<file path="src/rtl/countdown_display.sv">
// rtl/countdown_display.sv - game-clock countdown with registered BCD digits and 7-segment outputs
module countdown_display #(
    parameter int START_SECS = 30,
    parameter bit BLANK_LEAD = 1'b1
) (
    input  logic       Clk,
    input  logic       Reset,
    input  logic       tick,
    input  logic       Start,
    input  logic       Pause,
    input  logic       Load,
    input  logic [6:0] load_secs,
    output logic [6:0] secs_left,
    output logic [3:0] bcd_tens,
    output logic [3:0] bcd_ones,
    output logic [6:0] hex_tens,
    output logic [6:0] hex_ones,
    output logic       running,
    output logic       expired,
    output logic       time_up
);

    typedef enum logic [1:0] {
        IDLE    = 2'd0,
        RUNNING = 2'd1,
        PAUSED  = 2'd2,
        EXPIRED = 2'd3
    } state_t;

    localparam logic [6:0] START_V = 7'(START_SECS);
    localparam logic [3:0] START_T = 4'(START_SECS / 10);
    localparam logic [3:0] START_O = 4'(START_SECS % 10);

    state_t     state_q, state_d;
    logic [6:0] secs_q, secs_d;
    logic [3:0] tens_q, tens_d;
    logic [3:0] ones_q, ones_d;
    logic       tick_q;
    logic       running_q, running_d;
    logic       expired_q, expired_d;
    logic       time_up_q, time_up_d;

    logic       tick_rise;
    logic [6:0] load_clamped;
    logic [6:0] load_rem;
    logic [3:0] load_tens;
    logic [3:0] load_ones;

    // Right after reset the state is IDLE, which ignores edges, so no spurious count.
    assign tick_rise    = tick & ~tick_q;
    assign load_clamped = (load_secs > 7'd99) ? 7'd99 : load_secs;

    always_comb begin
        load_tens = 4'd0;
        load_rem  = load_clamped;
        for (int t = 1; t <= 9; t++) begin
            if (load_clamped >= 7'(10 * t)) begin
                load_tens = 4'(t);
                load_rem  = load_clamped - 7'(10 * t);
            end
        end
        load_ones = 4'(load_rem);
    end

    always_comb begin
        state_d   = state_q;
        secs_d    = secs_q;
        tens_d    = tens_q;
        ones_d    = ones_q;
        time_up_d = 1'b0;

        case (state_q)
            IDLE: begin
                if (Load) begin
                    secs_d = load_clamped;
                    tens_d = load_tens;
                    ones_d = load_ones;
                end else if (Start) begin
                    if (secs_q != 7'd0) begin
                        state_d = RUNNING;
                    end else begin
                        state_d   = EXPIRED;
                        time_up_d = 1'b1;
                    end
                end
            end
            RUNNING: begin
                if (Pause) begin
                    state_d = PAUSED;
                end else if (tick_rise) begin
                    secs_d = secs_q - 7'd1;
                    if (ones_q == 4'd0) begin
                        ones_d = 4'd9;
                        tens_d = tens_q - 4'd1;
                    end else begin
                        ones_d = ones_q - 4'd1;
                    end
                    if (secs_q == 7'd1) begin
                        state_d   = EXPIRED;
                        time_up_d = 1'b1;
                    end
                end
            end
            PAUSED: begin
                if (Load) begin
                    secs_d  = load_clamped;
                    tens_d  = load_tens;
                    ones_d  = load_ones;
                    state_d = IDLE;
                end else if (Start && !Pause) begin
                    state_d = RUNNING;
                end
            end
            EXPIRED: begin
                if (Load) begin
                    secs_d  = load_clamped;
                    tens_d  = load_tens;
                    ones_d  = load_ones;
                    state_d = IDLE;
                end else if (Start) begin
                    secs_d  = START_V;
                    tens_d  = START_T;
                    ones_d  = START_O;
                    state_d = RUNNING;
                end
            end
            default: state_d = IDLE;
        endcase

        running_d = (state_d == RUNNING);
        expired_d = (state_d == EXPIRED);
    end

    always_ff @(posedge Clk) begin
        if (!Reset) begin
            state_q   <= IDLE;
            secs_q    <= START_V;
            tens_q    <= START_T;
            ones_q    <= START_O;
            tick_q    <= 1'b0;
            running_q <= 1'b0;
            expired_q <= 1'b0;
            time_up_q <= 1'b0;
        end else begin
            state_q   <= state_d;
            secs_q    <= secs_d;
            tens_q    <= tens_d;
            ones_q    <= ones_d;
            tick_q    <= tick;
            running_q <= running_d;
            expired_q <= expired_d;
            time_up_q <= time_up_d;
        end
    end

    function automatic logic [6:0] seg7(input logic [3:0] d);
        case (d)
            4'd0:    seg7 = 7'b1000000;
            4'd1:    seg7 = 7'b1111001;
            4'd2:    seg7 = 7'b0100100;
            4'd3:    seg7 = 7'b0110000;
            4'd4:    seg7 = 7'b0011001;
            4'd5:    seg7 = 7'b0010010;
            4'd6:    seg7 = 7'b0000010;
            4'd7:    seg7 = 7'b1111000;
            4'd8:    seg7 = 7'b0000000;
            4'd9:    seg7 = 7'b0010000;
            default: seg7 = 7'b1111111;
        endcase
    endfunction

    assign hex_tens  = (BLANK_LEAD && tens_q == 4'd0) ? 7'b1111111 : seg7(tens_q);
    assign hex_ones  = seg7(ones_q);
    assign secs_left = secs_q;
    assign bcd_tens  = tens_q;
    assign bcd_ones  = ones_q;
    assign running   = running_q;
    assign expired   = expired_q;
    assign time_up   = time_up_q;

endmodule

</file>
<file path="config.mk">
export PLATFORM = sky130hd
export DESIGN_NAME = countdown_display
export DESIGN_NICKNAME = d
export VERILOG_FILES = /design/src/rtl/countdown_display.sv
export SDC_FILE = /design/constraint.sdc
export NUM_CORES = 1
export LEC_CHECK = 0
export CORE_ASPECT_RATIO = 0.8
export CORE_MARGIN = 2
export CORE_UTILIZATION = 58
export CTS_CLUSTER_DIAMETER = 60
export DETAILED_ROUTE_END_ITERATION = 6
export GPL_ROUTABILITY_DRIVEN = 0
export GPL_TIMING_DRIVEN = 0
export PLACE_DENSITY = 0.85
export RECOVER_POWER = 50
export SYNTH_ARGS = -nofsm -noshare
export SYNTH_HDL_FRONTEND = slang
export SYNTH_SLANG_ARGS = --single-unit
</file>
<file path="constraint.sdc">
create_clock -name Clk -period 11.3 [get_ports Clk]
set_input_delay 2.26 -clock Clk [delete_from_list [all_inputs] [get_ports Clk]]
set_output_delay 2.26 -clock Clk [all_outputs]
set_load 0.005 [all_outputs]
</file>
==> reports/metrics.cfg <==
[critical_path]
start_kind = input port
crit_type = input port to register
crit_required_ns = 11.48
path_cells = clkdlybuf4s50_1, buf_2, nor3_1, nor2_1, nor2_1, ha_1, clkbuf_1, nand2b_1, nand3_1, a21oi_1, o211ai_2, xnor2_1, a31oi_1, nor2_1, ha_1, inv_1, o211ai_1, mux2_4
crit_top_cell = nor2_1
critPathMaxStageDelay_ns = 0.56
end_kind = register
path_max_fanout = 10
cp.arrival_ns = 6.50
slowest_stage = clkdlybuf4s50_1

[yosys]
yosysUniqueCellTypes = 72
syn_nets = 388
synth-async-reset-ratio = 0
synth.top_cell.area_share = 0.257
synthesis.area_um2 = 2720
synth_enable_flop_cells = 0
yosysWarnings = 0
avgSynthCellArea_um2 = 7.61
synth_cells = 358
synth-seq-area-share = 0.257
ys_ff_latch = 35
ys.flop_type = dfxtp_1
synth.largest_area_cell = dfxtp_1
synth_area_leaders = dfxtp_1 (26%), ha_1 (7.8%), a21oi_1 (5.5%)

[final_layout]
drive_above_1_share = 0.125
n_antenna_cell = 0
layoutNonFillerInstCount = 467
area_growth_pct = 21.5
fillCellCount = 374
layout_common_cells = nand2_1 (35), dfxtp_1 (35), nor2_1 (32)
nets = 436

[placement]
dpl.hpwl_mm = 5.65
port_buffers = 41
dp.cells = 459

[cts]
clk_latency_ns = 0.29
cts.reportedPaths.clkPinSlew_ns = 0.07
ctsHoldBuffers = 0
ctsResizeCount = 0
cts_root_buf = clkbuf_8
postCtsSetupBuffers = 0
tritoncts = built
numClockSinks = 35
clk_path_buf_depth = 2
numCtsBuffers = 5
cts_max_level = 2

[pwr]
peakVddDrop_uv = 95.1
leakagePower_nw = 1.43
power.density_nw_per_um2 = 119

[sta]
maxSlewViolCount = 0
clock_skew_ns = 0.00594
worst_pin_slew_ns = 0.621
setup_viol = 0
finalCritPeriodShare = 0.559
post-route-min-period_ns = 6.32
final_hold_viol_count = 0
hold_slack_ns = 0.513
slew_headroom = 0.585
rsz0062_at_grt = false
setup_tns_ns = 0
max_freq_mhz = 158

[global_route]
grt_pass1_vias = 2579
antenna_found_initial = 0
track_usage = 0.301
grt_max_degree = 11
grt_pass1_wl_mm = 12.4
grt_overflow_total = 0

[detailed_routing]
wl_met1_mm = 3.31
wl_met2_mm = 3.47
drt_iter0_markers = 354
wl_met3_um = 754
wl_mm = 7.67
drc = 0
top_layer = met4
vias = 2949
postRouteAntennaNets = 0
routedWlPerCell_um = 16.4
dr.pass1.iters = 6
avgViaCountPerCell = 6.31

[floorplan]
dieHeight_um = 65.3
die_area_um2 = 5260
rows = 22
die_w_um = 80.6
initial_utilization = 0.600
ios = 45
core-area_um2 = 4540

[run_status]
status = finished, final reports clean

[hold_path]
min_path_type = register to register

[job]
drv_cap = 0

## logic make-up (layout without fill, tap and decap cells)
kind of cell	count (synthesis)	after routing	share of synthesized area
AO/OA/AOI/OAI	116	116	0.300
XOR/XNOR	1	1	0.00322
adder cells (fa/ha/maj)	17	17	0.0781
buffers and inverters	49	98	0.0781
flip-flops	35	35	0.257
multiplexers	7	7	0.0299
AND/OR/NAND/NOR	133	133	0.253
## critical path: cells and delay by family
family,cells,cell delay [ns]
buf+inv,4,1.24
mux,1,0.27
fa+ha+maj,2,0.48
xor+xnor,1,0.15
simple gates,6,1.27
compound gates,4,0.81
## cell usage after synthesis (3+ instances only)
cell	count
o21ai_0	22
o21ai_1	5
ha_1	17
a21oi_1	30
or2_2	8
mux2i_1	4
nand2b_1	10
nand3_1	8
a21o_1	3
inv_1	27
buf_2	9
nor2_1	32
dfxtp_1	35
nor2b_1	5
a31oi_1	9
o22ai_1	4
nand4_1	3
clkbuf_1	7
nor3b_1	4
nor3_2	3
and2_1	4
nor3_1	7
nand2_1	35
## power breakdown
part           internal, mW  switching (mW)  total, mW
combinational        0.0665          0.0778      0.144
sequential            0.139         0.00924      0.149
clock                0.0556          0.0447      0.100
total                 0.262           0.132      0.393
## final timing paths
path | cells after the start | start | to | slack (ns)
setup / recovery | 18 | load_secs[3] | hex_ones[6] | 4.98
hold / removal | 2 | secs_left[6] | secs_left[6] | 0.51
hold reg to reg | 2 | secs_left[6] | secs_left[6] | 0.51
setup reg to reg | 12 | tick_q | hex_ones[3] | 8.49
## cell type report
type / instances / area [um2] / share of cell area
Buffer: 19 / 96.3 / 0.0291
Clock buffer: 8 / 100 / 0.0303
Inverter: 30 / 115 / 0.0348
Multi-Input combinational cell: 274 / 1810 / 0.547
Sequential cell: 35 / 701 / 0.212
Tap cell: 60 / 75.1 / 0.0227
Timing Repair Buffer: 41 / 410 / 0.124
## metrics by stage
step                      utilization  power [mW]  worst slack (ns)  instance area, um2
final                           0.728       0.393              4.98                3310
after floorplan                     -       0.238              6.01                2720
after global routing            0.728       0.416              4.76                3310
after detailed placement        0.707       0.296              4.85                3210
after CTS                       0.729       0.396              5.12                3310
after global placement          0.707       0.292              4.92                3210
## layer usage
layer	vias to the layer above	track usage
met5	-	0
met4	0	0.0699
met3	20	0.0755
met2	170	0.473
met1	1380	0.415
li1	1379	-
(Power assumes the default switching activity.)
